File: config.mk
export PLATFORM = sky130hd
export DESIGN_NAME = spi_reg_write_xn
export DESIGN_NICKNAME = d
export VERILOG_FILES = /design/src/rtl/spi_flash_pkg.sv /design/src/rtl/spi_lane_pack.sv /design/src/rtl/spi_reg_write_xn.sv
export SDC_FILE = /design/constraint.sdc
export NUM_CORES = 1
export LEC_CHECK = 0
export ABC_AREA = 0
export CORE_MARGIN = 10
export CORE_UTILIZATION = 51
export CTS_CLUSTER_DIAMETER = 40
export CTS_CLUSTER_SIZE = 25
export DETAILED_ROUTE_END_ITERATION = 10
export GPL_ROUTABILITY_DRIVEN = 0
export GPL_TIMING_DRIVEN = 0
export PLACE_DENSITY = 0.81
export SKIP_CTS_REPAIR_TIMING = 1
export SYNTH_ARGS = -nofsm -noshare
export SYNTH_HDL_FRONTEND = slang
export SYNTH_SLANG_ARGS = --single-unit
File: constraint.sdc
create_clock -name clock -period 3.35 [get_ports clock]
set_clock_uncertainty 0.05 [all_clocks]
set_input_delay 0.335 -clock clock [delete_from_list [all_inputs] [get_ports clock]]
set_output_delay 0.335 -clock clock [all_outputs]
set_load 0.005 [all_outputs]
File: src/rtl/spi_flash_pkg.sv
`default_nettype none
// ============================================================================
// Module   : spi_flash_pkg
// Purpose  : Shared types for the SPI flash command blocks: lane-mode enum,
//            main command FSM enum, spi_req_cmd codes and a helper giving
//            log2(beats per byte) for each lane mode.
// Ports    : none (package)
// Revision : 1.0 - initial release
// ============================================================================
package spi_flash_pkg;

   typedef enum logic [1:0] {
      LANE_X1     = 2'd0,
      LANE_X2     = 2'd1,
      LANE_X4     = 2'd2,
      LANE_X1_ALT = 2'd3
   } lane_mode_t;

   typedef enum logic [2:0] {
      ST_IDLE     = 3'd0,
      ST_EX_REQ   = 3'd1,
      ST_REQ_EXEC = 3'd2,
      ST_REQ_FSH  = 3'd3,
      ST_ERR      = 3'd4
   } main_state_t;

   localparam logic [2:0] REQ_CMD_X1 = 3'b001;
   localparam logic [2:0] REQ_CMD_XN = 3'b000;

   // X1 carries 2 bits per beat (4 beats/byte), X2 4 bits (2), X4 8 bits (1).
   function automatic logic [1:0] beat_shift(input lane_mode_t mode);
      case (mode)
         LANE_X2: return 2'd1;
         LANE_X4: return 2'd0;
         default: return 2'd2;
      endcase
   endfunction

endpackage
`default_nettype wire

File: src/rtl/spi_lane_pack.sv
`default_nettype none
// ============================================================================
// Module   : spi_lane_pack
// Purpose  : Combinational lane packer. Selects the bits of one payload byte
//            that belong to a given beat (MSB first) and places them on the
//            data lanes of the 8-bit beat word.
// Ports    : data_byte - payload byte being sent
//            beat_idx  - beat number within the byte (0 = first)
//            mode      - lane mode (X1 / X2 / X4)
//            beat      - lane-packed beat word
// Revision : 1.0 - initial release
// ============================================================================
module spi_lane_pack
   import spi_flash_pkg::*;
(
   input  logic [7:0] data_byte,
   input  logic [1:0] beat_idx,
   input  lane_mode_t mode,
   output logic [7:0] beat
);

   logic [3:0] nib;
   logic [1:0] pair;

   always_comb begin
      nib = beat_idx[0] ? data_byte[3:0] : data_byte[7:4];
      case (beat_idx)
         2'd0:    pair = data_byte[7:6];
         2'd1:    pair = data_byte[5:4];
         2'd2:    pair = data_byte[3:2];
         default: pair = data_byte[1:0];
      endcase
      // Each beat holds two lane groups: earlier group in the upper nibble,
      // later group in the lower nibble, right-aligned within each nibble.
      case (mode)
         LANE_X4: beat = data_byte;
         LANE_X2: beat = {2'b00, nib[3:2], 2'b00, nib[1:0]};
         default: beat = {3'b000, pair[1], 3'b000, pair[0]};
      endcase
   end

endmodule
`default_nettype wire

File: src/rtl/spi_reg_write_xn.sv
`default_nettype none
// ============================================================================
// Module   : spi_reg_write_xn
// Purpose  : Serves one SPI flash "register write" command. Latches the
//            payload at accept, requests the SPI engine, streams lane-packed
//            write beats and reports busy/finish/error back to the host.
// Ports    : clock, rst               - clock, synchronous active-high reset
//            flash_xx                 - lane mode (0 X1, 1 X2, 2 X4, 3 X1)
//            cmd_request/code/nbytes/payload - host command interface
//            cmd_busy/finish[MODULE_ID], cmd_err - host status
//            spi_request, spi_busy    - engine request handshake
//            spi_req_len/wr_len/cmd   - transfer descriptor
//            spi_wr_vld/ready/clk_en/data - write beat stream
// Revision : 1.0 - initial release
// ============================================================================
module spi_reg_write_xn
   import spi_flash_pkg::*;
#(
   parameter int MODULE_ID = 0,
   parameter int CMD       = 0,
   parameter int MAX_BYTES = 8,
   parameter int TIMEOUT   = 1024
)(
   input  logic                           clock,
   input  logic                           rst,
   input  logic [1:0]                     flash_xx,
   input  logic                           cmd_request,
   input  logic [7:0]                     cmd_code,
   input  logic [$clog2(MAX_BYTES+1)-1:0] cmd_nbytes,
   input  logic [8*MAX_BYTES-1:0]         cmd_payload,
   output logic [MODULE_ID:0]             cmd_busy,
   output logic [MODULE_ID:0]             cmd_finish,
   output logic                           cmd_err,
   output logic                           spi_request,
   input  logic                           spi_busy,
   output logic [23:0]                    spi_req_len,
   output logic [23:0]                    spi_req_wr_len,
   output logic [2:0]                     spi_req_cmd,
   output logic                           spi_wr_vld,
   input  logic                           spi_wr_ready,
   input  logic                           spi_clk_en,
   output logic [7:0]                     spi_wr_data
);

   localparam int BEAT_W = $clog2(4*MAX_BYTES+1);
   localparam int TO_W   = $clog2(TIMEOUT+1);

   main_state_t                  state;
   lane_mode_t                   mode_q;
   lane_mode_t                   mode_in;
   logic [MAX_BYTES-1:0][7:0]    payload_q;
   logic [BEAT_W-1:0]            total_beats;
   logic [BEAT_W-1:0]            beat_cnt;
   logic [BEAT_W-1:0]            new_total;
   logic [BEAT_W-1:0]            pack_idx;
   logic [BEAT_W-1:0]            byte_idx;
   logic [TO_W-1:0]              wait_cnt;
   logic [23:0]                  new_len;
   logic [7:0]                   cur_byte;
   logic [7:0]                   pack_beat;
   logic [1:0]                   sub_idx;
   logic                         busy_q;
   logic                         finish_q;
   logic                         accept;
   logic                         nbytes_ok;
   logic                         beat_acc;
   logic                         last_beat;
   logic                         all_done;

   // Mode 3 is folded into X1 at latch time so downstream logic sees 3 modes.
   assign mode_in   = (flash_xx == 2'd3) ? LANE_X1 : lane_mode_t'(flash_xx);
   assign accept    = cmd_request && (cmd_code == 8'(CMD));
   assign nbytes_ok = (cmd_nbytes != '0) && (int'(cmd_nbytes) <= MAX_BYTES);
   assign new_total = BEAT_W'(cmd_nbytes) << beat_shift(mode_in);
   assign new_len   = 24'(cmd_nbytes) << (beat_shift(mode_in) + 2'd1);

   assign beat_acc  = spi_wr_vld && spi_wr_ready && spi_clk_en;
   assign last_beat = (beat_cnt == total_beats - BEAT_W'(1));
   assign all_done  = (beat_cnt == total_beats) || (beat_acc && last_beat);

   // Beat that will be shown next: beat 0 when entering REQ_EXEC, otherwise
   // the one after the beat currently on spi_wr_data.
   assign pack_idx = (state == ST_REQ_EXEC) ? beat_cnt + BEAT_W'(1) : '0;
   assign byte_idx = pack_idx >> beat_shift(mode_q);

   always_comb begin
      case (mode_q)
         LANE_X4: sub_idx = 2'd0;
         LANE_X2: sub_idx = {1'b0, pack_idx[0]};
         default: sub_idx = pack_idx[1:0];
      endcase
      cur_byte = '0;
      for (int i = 0; i < MAX_BYTES; i++) begin
         if (byte_idx == BEAT_W'(i)) cur_byte = payload_q[i];
      end
   end

   spi_lane_pack u_lane_pack (
      .data_byte (cur_byte),
      .beat_idx  (sub_idx),
      .mode      (mode_q),
      .beat      (pack_beat)
   );

   always_comb begin
      cmd_busy              = '0;
      cmd_busy[MODULE_ID]   = busy_q;
      cmd_finish            = '0;
      cmd_finish[MODULE_ID] = finish_q;
   end

   assign spi_req_wr_len = spi_req_len;

   // Outputs are assigned together with the transition that enters the state
   // they belong to, so they appear one cycle after the decision.
   always_ff @(posedge clock) begin
      if (rst) begin
         state       <= ST_IDLE;
         mode_q      <= LANE_X1;
         payload_q   <= '0;
         total_beats <= '0;
         beat_cnt    <= '0;
         wait_cnt    <= '0;
         busy_q      <= 1'b0;
         finish_q    <= 1'b0;
         cmd_err     <= 1'b0;
         spi_request <= 1'b0;
         spi_req_len <= '0;
         spi_req_cmd <= REQ_CMD_X1;
         spi_wr_vld  <= 1'b0;
         spi_wr_data <= '0;
      end else begin
         finish_q <= 1'b0;
         case (state)
            ST_IDLE: begin
               if (accept) begin
                  payload_q   <= cmd_payload;
                  mode_q      <= mode_in;
                  total_beats <= new_total;
                  spi_req_len <= new_len;
                  spi_req_cmd <= (mode_in == LANE_X1) ? REQ_CMD_X1 : REQ_CMD_XN;
                  beat_cnt    <= '0;
                  wait_cnt    <= '0;
                  if (nbytes_ok) begin
                     state       <= ST_EX_REQ;
                     busy_q      <= 1'b1;
                     spi_request <= 1'b1;
                     cmd_err     <= 1'b0;
                  end else begin
                     state    <= ST_ERR;
                     finish_q <= 1'b1;
                     cmd_err  <= 1'b1;
                  end
               end
            end
            ST_EX_REQ: begin
               if (spi_busy) begin
                  state       <= ST_REQ_EXEC;
                  spi_request <= 1'b0;
                  spi_wr_vld  <= 1'b1;
                  spi_wr_data <= pack_beat;
               end else if (wait_cnt == TO_W'(TIMEOUT - 1)) begin
                  state       <= ST_ERR;
                  spi_request <= 1'b0;
                  busy_q      <= 1'b0;
                  finish_q    <= 1'b1;
                  cmd_err     <= 1'b1;
               end else begin
                  wait_cnt <= wait_cnt + TO_W'(1);
               end
            end
            ST_REQ_EXEC: begin
               if (beat_acc) begin
                  beat_cnt <= beat_cnt + BEAT_W'(1);
                  if (last_beat) spi_wr_vld  <= 1'b0;
                  else           spi_wr_data <= pack_beat;
               end
               // Engine dropping busy ends the transfer; early drop is an error.
               if (!spi_busy) begin
                  busy_q     <= 1'b0;
                  finish_q   <= 1'b1;
                  spi_wr_vld <= 1'b0;
                  if (all_done) begin
                     state <= ST_REQ_FSH;
                  end else begin
                     state   <= ST_ERR;
                     cmd_err <= 1'b1;
                  end
               end
            end
            ST_REQ_FSH: state <= ST_IDLE;
            ST_ERR:     state <= ST_IDLE;
            default:    state <= ST_IDLE;
         endcase
      end
   end

endmodule
`default_nettype wire
Word level (Yosys, flattened, before mapping). Cells that the tools add are included.

Add/subtract/negate cells: 4. Multiply operators: 0. Divide/modulo/power cells: 0. Magnitude comparators: 1. Eq/ne operators: 32. Shift operators: 3. Multiplexer cells: 60. Bitwise logic cells: 0. Reductions and logical operators: 25.

Operators by type and width (count): 8-bit two-way mux (11); 11-bit two-way mux (3); 8-bit case mux with 2 select lines (2); 6-bit by 3-bit == test with 1-bit output, second input constant (4); 4-bit by 2-bit left shift with 24-bit output (1); 11-bit case mux with 2 select lines (1); 1-bit two-way mux (21); 2-bit != test, second input constant (10); 3-bit two-way mux (6); 6-bit two-way mux (3); 4-bit AND reduction (4); 6-bit by 2-bit == test with 1-bit output, second input constant (2); 6-bit == test (2); 2-bit case mux with 2 select lines (3); 6-bit case mux with 2 select lines (1); 6-bit AND reduction (2); 11-bit by 1-bit adder with 11-bit output, second input constant (1); 11-bit by 10-bit == test with 1-bit output, second input constant (1); 3-bit != test, second input constant (3); 1-bit case mux with 3 select lines (3); 3-bit case mux with 3 select lines (1); 2-bit == test, second input constant (4); 8-bit logical NOT (1); 6-bit by 1-bit adder with 6-bit output, second input constant (1); other kinds (23) (34).

Register bits: 132. Latch bits: 0. Memory bits (writable): 0. Memory bits (read-only): 0. Bits of input ports: 84. Logic and storage cells: 146. Memories kept: 0.

Logic depth before layout (Yosys ltp). Gate-level depths: netlist of the first run.

Depth after elaboration: 17. Gate-level depth with buffers: 15. Mapped depth without buffers: 12.

Hierarchy. Synthesis of the first run repeated with hierarchy kept, for this count alone.

Cell total of the unflattened synthesis: 814. Area total of the unflattened synthesis: 6291.0 um^2.

By module, submodules not included: spi_reg_write_xn (instances 1, cells an instance 781, area an instance 6049.6 um^2, seq. area each 2262.2 um^2); spi_lane_pack (instances 1, cells an instance 33, area an instance 241.5 um^2, seq. area each 0.0 um^2).

Least setup slack after synthesis of the first run. No wires, ideal clock.

Path kind: register to register. Start point: register beat_cnt[1]. End point: register spi_wr_data[4]. Setup time: 0.087 ns. Arrival time: 2.749 ns. Data required time: 3.213 ns. Setup slack: 0.464 ns. Stages on the path, launching flop included: 14. Clock period less this slack: 2.886 ns. Cells stage by stage: dfxtp_1 ha_1 and3_1 buf_6 xnor2_4 o2111ai_4 or2_1 buf_6 a21oi_1 nand3_1 a32o_1 and3_1 o32a_1 o31ai_1.

Longest elaborated chain between the ends: 17. Elaborated cells on any way between the ends: 33. Classes of those cells: 1 x add/sub; 11 x eq/ne; 1 x shift; 17 x mux; 3 x reduce/logical.

RTL lines: start, declared (line spi_reg_write_xn.sv:53) `logic [BEAT_W-1:0] beat_cnt;`; start signal, assigned (line spi_reg_write_xn.sv:174) `beat_cnt <= beat_cnt + BEAT_W'(1);`; 6-bit by 1-bit adder with 6-bit output (line spi_reg_write_xn.sv:83) `assign pack_idx = (state == ST_REQ_EXEC) ? beat_cnt + BEAT_W'(1) : '0;`; 6-bit two-way mux (line spi_reg_write_xn.sv:83); 6-bit by 2-bit right shift with 6-bit output (line spi_reg_write_xn.sv:84) `assign byte_idx = pack_idx >> beat_shift(mode_q);`; 6-bit logical NOT (line spi_reg_write_xn.sv:94) `if (byte_idx == BEAT_W'(i)) cur_byte = payload_q[i];`; 8-bit two-way mux (8 in a row) (line spi_reg_write_xn.sv:94); 2-bit case mux with 3 select lines / 4-bit two-way mux (equally long branches) (line spi_lane_pack.sv:27, spi_lane_pack.sv:26); 8-bit case mux with 2 select lines (line spi_lane_pack.sv:35) `case (mode)`; 8-bit two-way mux (line spi_reg_write_xn.sv:175) `if (last_beat) spi_wr_vld <= 1'b0;`; 8-bit two-way mux (line spi_reg_write_xn.sv:173) `if (beat_acc) begin`; 8-bit case mux with 2 select lines (line spi_reg_write_xn.sv:134) `case (state)`; end signal, assigned (line spi_reg_write_xn.sv:161) `spi_wr_data <= pack_beat;`; end signal, assigned (line spi_reg_write_xn.sv:176) `else spi_wr_data <= pack_beat;`; end, declared (line spi_reg_write_xn.sv:42) `output logic [7:0] spi_wr_data`.

Several ways; a longest one is shown, not always the timed one. The select of a mux whose other input is x is not followed. A chain may end at the register's enable or synchronous reset.

Worst setup path after layout of the first run. Same ends and word-level chain as after synthesis.

==> flow_summary_export.csv, run 1 <==
group,metric,value,unit
global_routing,grt_max_degree,17,
global_routing,grt_pass1_vias,6411,
sta,slew_headroom,51.8,%
setup_path,crit_path_max_fanout,7,
synthesis,ys_ff_latch,113,
hold_path,holdPathStages,2,
die,die_area,17600,µm²
die,core_region_area,12500,µm²
synthesis,synth-edff-count,0,
synthesis,synthArstFlopShare,0,%
outcome,status,"finished clean",
sta,tightest_slew,0.722,ns
power,p_per_area,408,nW/µm²
finish,final_util,68.8,%
global_routing,antenna_found_initial,0,
clocking,numCtsBuffers,17,
synthesis,syn-instance-count,863,
finish,final_common_cell,"nand2_1",
die,die_x,133,µm
global_routing,grt_pass1_wl,31600,µm
clocking,clk_latency,0.42,ns
sta,layout_setup_ws,0.127,ns
sta,hold_ws,0.263,ns
setup_path,cp.arrival,3.49,ns
detailed_routing,vias,6750,
detailed_routing,ant_nets,0,
placement,portBuffers,109,
placement,place_hpwl,14900,µm
finish,design_area,8610,µm²
setup_path,r2r_slack,0.13,ns
detailed_routing,first_iter_violations,690,
sta,finalHoldViolations,0,
run,max-cap-violations,0,
synthesis,ys_types,75,
power,p_leak,0.00315,µW
hold_path,hp-class,"input pin to flip-flop",
clocking,clockRootBuffer,"clkbuf_16",
die,row_count,41,
finish,drive_above_1_share,12.3,%
power,vdd_drop_max,370,µV
placement,place_area,7910,µm²
sta,finalSetupTns,0,ns
sta,finalCritPeriodShare,96.2,%
sta,period_needed,3.22,ns
synthesis,ys_top_cells_by_area,"dfxtp_1, nand2_1, a21oi_1",
finish,antenna_cells,0,
synthesis,synth_seq_area_share,35.0,%
die,initial_core_util,51.6,%
synthesis,avgSynthCellArea,7.48,µm²
setup_path,reg2reg_from,"beat_cnt[1]$_SDFFE_PP0P_",
synthesis,ys_warn_count,0,
clocking,cts_max_path_buffers,2,
setup_path,start_kind,"flip-flop",
clocking,cts_tree,"done",
setup_path,worstReg2RegEnd,"spi_wr_data[4]$_SDFFE_PP0P_",
setup_path,cp-end-kind,"flip-flop",
setup_path,crit_type,"flip-flop to flip-flop",
detailed_routing,wire_per_inst,16.5,µm
clocking,cts_num_sinks,113,
clocking,path_clk_slew,0.05,ns
detailed_routing,drc,0,
global_routing,grt_usage,21.7,%
finish,fin_nets,1120,
placement,dp_slack,-0.162,ns
finish,syn_to_final_growth,33.3,%
global_routing,grt_overflow,0,
synthesis,synth_top_cell_area_share,35.0,%
sta,slew_violations,0,
synthesis,synth_area,6460,µm²
detailed_routing,first_pass_iters,5,
hold_path,hold_path.startpoint,"rst",
sta,setup_viol,0,
finish,fill_cells,1067,
setup_path,reg2reg_depth,10,
sta,max_freq,0.310,GHz
setup_path,crit_required,3.62,ns
clocking,cts_max_level,4,
synthesis,yosysTopAreaCell,"dfxtp_1",
finish,layout_common_cells,"nand2_1, dfxtp_1, clkdlybuf4s50_1",
synthesis,synth-main-ff-cell,"dfxtp_1",
hold_path,hold-path-endpoint,"cmd_finish$_SDFF_PP0_",
die,io_pins,148,
detailed_routing,wirelength,20000,µm
die,chipHeight,133,µm
detailed_routing,via_per_inst,5.56,
## sequential cells by signal, indices dropped and copies added (netlist names)
signal       flops
cmd_finish       1
total_beats      6
payload_q       64
wait_cnt        11
spi_wr_data      8
spi_req_len      7
spi_req_cmd      1
cmd_busy         1
spi_wr_vld       1
state            3
mode_q           2
spi_request      1
beat_cnt         6
cmd_err          1
## per-stage QoR
step	power (µW)	std cells
3_5_place_dp	1660	1180
5_1_grt	3600	1213
6_report	3510	1213
2_1_floorplan	1520	898
4_1_cts	3520	1212
3_3_place_gp	1660	1179
## power breakdown
group | internal [µW] | switching (µW)
sequential | 1350 | 4.43
clock | 1210 | 663
combinational | 154 | 133
## cell families (layout without fill, tap and decap cells)
family	Yosys count	after routing	synth area share, %
AOI/OAI and AO/OA	227	227	22.8
xor gates and xnor gates	24	24	3.55
adders and majority gates	8	8	1.55
buffers and inverters	120	263	10.2
DFF	113	113	35.0
muxes	14	14	2.31
other	1	36	0.0581
and+or+nand+nor	356	356	24.5
## cells in the mapped netlist (3+ instances only)
| cell | number |
|---|---|
| ha_1 | 8 |
| and3_1 | 11 |
| and2_1 | 4 |
| o211ai_1 | 8 |
| o21ai_0 | 25 |
| a22o_1 | 4 |
| clkbuf_1 | 42 |
| nand3b_1 | 4 |
| xor2_1 | 13 |
| o22ai_1 | 5 |
| mux2_2 | 7 |
| a2111oi_0 | 3 |
| nand3_1 | 26 |
| nor3b_1 | 4 |
| nor2b_1 | 3 |
| dfxtp_1 | 113 |
| xnor2_1 | 10 |
| buf_4 | 47 |
| o21a_1 | 4 |
| inv_1 | 14 |
| nand4b_1 | 3 |
| nand2b_1 | 7 |
| nand2_1 | 191 |
| buf_2 | 15 |
| a211oi_1 | 7 |
| a31oi_1 | 4 |
| nand4_1 | 5 |
| a21oi_1 | 103 |
| a311oi_1 | 3 |
| or3_1 | 4 |
| nor3_1 | 17 |
| a21o_1 | 4 |
| a32o_1 | 3 |
| mux2i_1 | 7 |
| nor4_1 | 3 |
| nor2_1 | 64 |
| a22oi_1 | 15 |
| a32oi_1 | 6 |
| o21ai_1 | 4 |
## area by class of cell
class	count	area, µm²	area share (%)
Buffer	105	611	7.09
Tap cell	172	215	2.50
Inverter	14	52.6	0.610
Timing Repair Buffer	112	1120	13.0
Clock buffer	20	457	5.31
Sequential cell	113	2260	26.3
Multi-Input combinational cell	665	3730	43.4
Clock inverter	12	158	1.83
## worst max path at each step
stage,endpoint,depth (start not counted),slack [ns],from
after global routing,spi_wr_data[0]$_SDFFE_PP0P_,13,-0.02,mode_q[0]$_SDFFE_PP0P_
after CTS,spi_wr_data[4]$_SDFFE_PP0P_,13,-0.19,beat_cnt[1]$_SDFFE_PP0P_
final,spi_wr_data[4]$_SDFFE_PP0P_,10,0.13,beat_cnt[1]$_SDFFE_PP0P_
after detailed placement,spi_wr_data[4]$_SDFFE_PP0P_,13,-0.16,beat_cnt[1]$_SDFFE_PP0P_
after global placement,mode_q[1]$_SDFFE_PP0P_,7,-0.39,cmd_code[2]
after floorplan,spi_wr_data[4]$_SDFFE_PP0P_,13,0.46,beat_cnt[1]$_SDFFE_PP0P_
## metal layers
layer	GRT usage (%)	wire, µm	vias to the layer above	share of wire [%]
met5	0	0	-	0
li1	-	-	3267	-
met3	7.27	2020	44	10
met2	34.6	9200	352	46
met1	26.5	8280	3087	41
met4	8.07	483	0	2.4
## critical path: stages (launching register included)
cell,delay [ns]
dfxtp_2,0.43
nand3_1,0.19
xor2_1,0.46
o2111a_1,0.40
a211oi_1,0.11
a211oi_1,0.50
o311ai_0,0.26
a22oi_2,0.29
a32oi_1,0.14
o32a_1,0.21
o31ai_1,0.07
No activity file was read; power rests on OpenSTA's default activity.
==> run 2: changes to the inputs <==
Settings changed: CELL_PAD_IN_SITES_DETAIL_PLACEMENT set to 1, CELL_PAD_IN_SITES_GLOBAL_PLACEMENT set to 1, CORE_MARGIN 10 to 4, CORE_UTILIZATION 51 to 36.
==> run 2 against run 1 <==
  * Combinational power rose by 2%
  * Via count barely moved
  * Sequential share of layout area fell by 0.20 points
  * Wire length rose by 9.1%
  * Cell area rose by 0.76%
  * Die area rose by 15%
  * Flip-flop and latch count did not move
  * Utilization fell by 19 points
  * Final cell count rose by 4.6%
  * Worst setup slack got worse by 0.051 ns
==> flow_summary_export.csv, run 2 (synthesized netlist as in run 1, its figures left out) <==
group,metric,value,unit
outcome,status,"finished clean",
setup_path,crit_required,3.60,ns
die,core_region_area,17400,µm²
detailed_routing,wire_per_inst,17.2,µm
finish,fin_nets,1123,
global_routing,grt_usage,21.8,%
die,die_x,142,µm
die,io_pins,148,
setup_path,cp.arrival,3.53,ns
hold_path,holdPathStages,2,
power,p_per_area,390,nW/µm²
placement,portBuffers,109,
die,row_count,48,
detailed_routing,via_per_inst,5.32,
run,max-cap-violations,0,
setup_path,crit_type,"flip-flop to flip-flop",
detailed_routing,vias,6752,
clocking,cts_tree,"done",
sta,max_freq,0.305,GHz
power,p_total,3390,µW
clocking,clockRootBuffer,"clkbuf_16",
setup_path,start_kind,"flip-flop",
global_routing,antenna_found_initial,0,
power,p_leak,0.00314,µW
finish,antenna_cells,0,
finish,syn_to_final_growth,34.3,%
global_routing,met3_usage,5.46,%
finish,largest_reg_flops,64,
finish,regMostFlops,"payload_q",
clocking,clk_latency,0.43,ns
power,p_seq_share,40.0,%
power,power_switching,837,µW
clocking,cts_num_sinks,113,
sta,period_needed,3.27,ns
global_routing,grt.met1_usage,28.6,%
hold_path,hp-class,"input pin to flip-flop",
setup_path,reg2reg_depth,12,
detailed_routing,wirelength,21800,µm
sta,finalCritPeriodShare,97.7,%
sta,setup_viol,0,
global_routing,grt_max_degree,17,
power,swShare,24.7,%
global_routing,grt_overflow,0,
clocking,path_clk_slew,0.06,ns
die,chipHeight,142,µm
finish,layout_common_cells,"nand2_1, dfxtp_1, clkdlybuf4s50_1",
detailed_routing,drc,0,
die,initial_core_util,37.1,%
sta,finalHoldViolations,0,
global_routing,grt_pass1_vias,6838,
die,die_area,20100,µm²
global_routing,grt_pass1_wl,35100,µm
power,vdd_drop_max,342,µV
sta,rsz0062_at_grt,"true",
power,combPwrFrac,8.7,%
finish,drive_above_1_share,13.3,%
finish,reg_top3,"payload_q x64, wait_cnt x11, spi_wr_data x8",
finish,fill_cells,2182,
clocking,numCtsBuffers,17,
power,intPower,2550,µW
clocking,cts_max_level,4,
sta,slew_headroom,45.6,%
setup_path,cp-end-kind,"flip-flop",
placement,place_hpwl,16500,µm
detailed_routing,first_iter_violations,390,
global_routing,grtUsageMet2,36.0,%
finish,final_common_cell,"nand2_1",
detailed_routing,first_pass_iters,5,
sta,slew_violations,0,
detailed_routing,ant_nets,0,
power,clkPwrFrac,51.4,%
clocking,cts_max_path_buffers,2,
sta,tightest_slew,0.815,ns
setup_path,crit_path_max_fanout,10,
global_routing,top_usage_layer,"met2",
sta,finalSetupTns,0,ns
-- run 2: cell count changes in the layout (fill, tap and decap cells not counted), sizes merged --
cell	change
buf	+4
clkbuf	-3
clkinvlp	+2
bufinv	-2
inv	+3
clkinv	-1
-- run 2: cell type report --
cell class,instances,area (µm²),share of cell area (%)
tap,225,282,3.25
clock buffer,18,439,5.06
multi-input combinational,665,3760,43.4
clock inverter,14,130,1.50
buffer,105,608,7.01
timing repair buffer,115,1140,13.1
sequential,113,2260,26.1
inverter,14,52.6,0.606
-- run 2: per-layer routing --
layer,wire (µm),part of all wire [%]
met5,0,0
met4,301,1.4
met3,1420,6.5
met2,10400,47
met1,9740,45
-- run 2: worst max-delay path, cell delays in order (launching register included) --
cell	delay [ns]
dfxtp_1	0.44
inv_1	0.08
ha_2	0.42
mux2i_1	0.32
o21a_2	0.24
nand2_1	0.08
buf_2	0.22
buf_2	0.22
a221oi_1	0.35
a22oi_2	0.18
o21ai_0	0.21
nand3_1	0.11
a32o_1	0.23
-- run 2: power groups by stage --
stage                     Combinational (µW)  Sequential [µW]  Clock (µW)
after global routing                     320             1350        1840
after global placement                   281             1380           0
after floorplan                          142             1380           0
after detailed placement                 285             1380           0
final                                    293             1350        1740
after CTS                                288             1350        1770
-- run 2: final timing paths --
| check | end | slack (ns) | from |
|---|---|---|---|
| min | cmd_finish$_SDFF_PP0_ | 0.30 | rst |
| max | spi_wr_data[0]$_SDFFE_PP0P_ | 0.08 | mode_q[0]$_SDFFE_PP0P_ |
| max reg2reg | spi_wr_data[0]$_SDFFE_PP0P_ | 0.08 | mode_q[0]$_SDFFE_PP0P_ |
| min reg2reg | payload_q[6]$_SDFFE_PP0P_ | 0.40 | payload_q[6]$_SDFFE_PP0P_ |
-- run 2: through the flow --
step | area (µm²) | hold slack, ns | setup slack [ns] | util [%] | instances
finish | 8670 | 0.297 | 0.0761 | 49.8 | 1269
global route | 8670 | 0.350 | -0.0643 | 49.8 | 1269
CTS | 8540 | 0.282 | -0.238 | 49.0 | 1265
detailed placement | 7970 | 0.399 | -0.182 | 45.8 | 1233
global placement | 7960 | 0.391 | -0.418 | 45.7 | 1232
floorplan | 6590 | 0.381 | 0.464 | - | 898
==> run 3: changes to the inputs <==
Settings changed: CTS_BUF_LIST set to sky130_fd_sc_hd__clkbuf_16, PLACE_DENSITY 0.81 to 0.87.
==> run 3 against run 2 <==
  * Non-clock buffer count decreased by 1
  * Total power increased by 4.1%
  * Flip-flop and latch count unchanged
  * Utilization up 0.36 points
  * First-iteration DRC count grew 23%
  * Critical endpoint is now spi_wr_data[4]$_SDFFE_PP0P_
  * Critical path depth increased by 1
  * Highest routed layer is now met5
  * Count of clock-buffer cells in the layout is 1 lower
  * Wire length increased by 4.1%
  * Largest cell class unchanged
  * Worst hold slack better by 0.016 ns
  * Global-route usage rose by 0.33 points
  * Worst setup slack lost 0.043 ns
==> flow_summary_export.csv, run 3 (synthesized netlist as in run 1, its figures left out) <==
group,metric,value,unit
outcome,status,"finished clean",
clocking,cts_max_path_buffers,2,
setup_path,cp.arrival,3.59,ns
placement,place_hpwl,16700,µm
detailed_routing,wl_met1,9840,µm
sta,slew_violations,0,
setup_path,crit_required,3.62,ns
clocking,clockRootBuffer,"clkbuf_16",
setup_path,cp-end-kind,"flip-flop",
setup_path,slowest_delay,0.45,ns
detailed_routing,drc,0,
setup_path,reg2reg_depth,13,
setup_path,worstReg2RegEnd,"spi_wr_data[4]$_SDFFE_PP0P_",
global_routing,grt_max_degree,17,
power,p_leak,0.00315,µW
finish,fill_cells,2163,
die,io_pins,148,
finish,regMostFlops,"payload_q",
finish,syn_to_final_growth,35.3,%
finish,final_util,50.2,%
clocking,numCtsBuffers,17,
placement,place_area,7980,µm²
setup_path,r2r_slack,0.03,ns
global_routing,grt_pass1_vias,6900,
setup_path,reg2reg_from,"beat_cnt[0]$_SDFFE_PP0P_",
detailed_routing,ant_nets,0,
power,p_per_area,404,nW/µm²
setup_path,endpoint,"spi_wr_data[4]$_SDFFE_PP0P_",
die,row_count,48,
global_routing,grt_usage,22.2,%
finish,fin_nets,1122,
global_routing,grt_pass1_wl,35600,µm
clocking,cts_num_sinks,113,
setup_path,crit_path_max_fanout,10,
hold_path,hp-class,"input pin to flip-flop",
die,initial_core_util,37.1,%
detailed_routing,wl_met2,10700,µm
setup_path,crit_type,"flip-flop to flip-flop",
detailed_routing,first_pass_iters,5,
detailed_routing,via_per_inst,5.40,
finish,design_area,8740,µm²
sta,max_freq,0.302,GHz
sta,period_needed,3.32,ns
die,die_area,20100,µm²
sta,tightest_slew,0.795,ns
sta,hold_ws,0.314,ns
die,core_region_area,17400,µm²
setup_path,start_kind,"flip-flop",
run,max-cap-violations,0,
clocking,cts_tree,"done",
finish,largest_reg_flops,64,
detailed_routing,wl_met3,1530,µm
clocking,cts_max_level,4,
finish,antenna_cells,0,
sta,setup_viol,0,
die,chipHeight,142,µm
sta,finalCritPeriodShare,99.0,%
clocking,clk_latency,0.42,ns
detailed_routing,wirelength,22700,µm
power,vdd_drop_max,295,µV
setup_path,crit_chain,"ha_4, and3_1, buf_6, xnor2_4, o2111ai_4, o22a_1, buf_4, a2111oi_0, o2bb2ai_1, a22oi_2, a32oi_1, o32a_1, o31ai_1",
sta,slew_headroom,46.9,%
setup_path,critPathSlowestCell,"a2111oi_0",
finish,reg_top3,"payload_q x64, wait_cnt x11, spi_wr_data x8",
placement,portBuffers,109,
setup_path,startpoint,"beat_cnt[0]$_SDFFE_PP0P_",
die,die_x,142,µm
finish,drive_above_1_share,13.3,%
global_routing,antenna_found_initial,1,
detailed_routing,first_iter_violations,479,
finish,layout_common_cells,"nand2_1, dfxtp_1, clkdlybuf4s50_1",
detailed_routing,wire_per_inst,17.9,µm
detailed_routing,maxUsedRoutingLayer,"met5",
detailed_routing,vias,6851,
sta,finalHoldViolations,0,
global_routing,grt_overflow,0,
sta,finalSetupTns,0,ns
clocking,path_clk_slew,0.06,ns
finish,final_common_cell,"nand2_1",
==> run 3: metrics by stage <==
step	cells	setup slack (ns)	power, µW
3_5_place_dp	1233	-0.150	1670
6_report	1268	0.0335	3530
3_3_place_gp	1232	-0.401	1660
4_1_cts	1265	-0.175	3550
5_1_grt	1268	-0.0246	3640
2_1_floorplan	898	0.464	1520
==> run 3: critical path, delay by kind of cell (launching register included) <==
family	cells	cell delay, ns
compound gates	8	1.83
xor+xnor	1	0.14
fa+ha+maj	1	0.22
buf+inv	2	0.33
flops	1	0.44
simple gates	1	0.19
==> run 3: report_power, final <==
part | internal [µW] | switching, µW
clock | 1170 | 700
combinational | 157 | 141
sequential | 1350 | 4.69
total | 2680 | 846
==> run 3: cell type report <==
| cell class | count | area, µm² | share of cell area [%] |
|---|---|---|---|
| Inverter | 14 | 52.6 | 0.602 |
| Clock buffer | 17 | 425 | 4.87 |
| Clock inverter | 15 | 183 | 2.09 |
| Timing Repair Buffer | 114 | 1130 | 13.0 |
| Sequential cell | 113 | 2260 | 25.9 |
| Multi-Input combinational cell | 665 | 3780 | 43.3 |
| Tap cell | 225 | 282 | 3.22 |
| Buffer | 105 | 613 | 7.02 |
==> run 3: how the worst min path moves through the flow <==
stage                          startpoint                         end  slack [ns]  cells past startpoint
6_report                              rst       cmd_finish$_SDFF_PP0_        0.31                      2
4_1_cts                               rst       cmd_finish$_SDFF_PP0_        0.29                      2
3_3_place_gp   payload_q[61]$_SDFFE_PP0P_  payload_q[61]$_SDFFE_PP0P_        0.39                      2
3_5_place_dp    payload_q[6]$_SDFFE_PP0P_   payload_q[6]$_SDFFE_PP0P_        0.40                      2
2_1_floorplan  payload_q[35]$_SDFFE_PP0P_  payload_q[35]$_SDFFE_PP0P_        0.38                      2
5_1_grt                               rst       cmd_finish$_SDFF_PP0_        0.35                      2
==> run 3: layer usage <==
metal / vias up / GRT usage (%)
li1: 3280 / -
met1: 3255 / 28.6
met2: 266 / 36.5
met3: 48 / 5.02
met5: - / 0
met4: 2 / 7.93
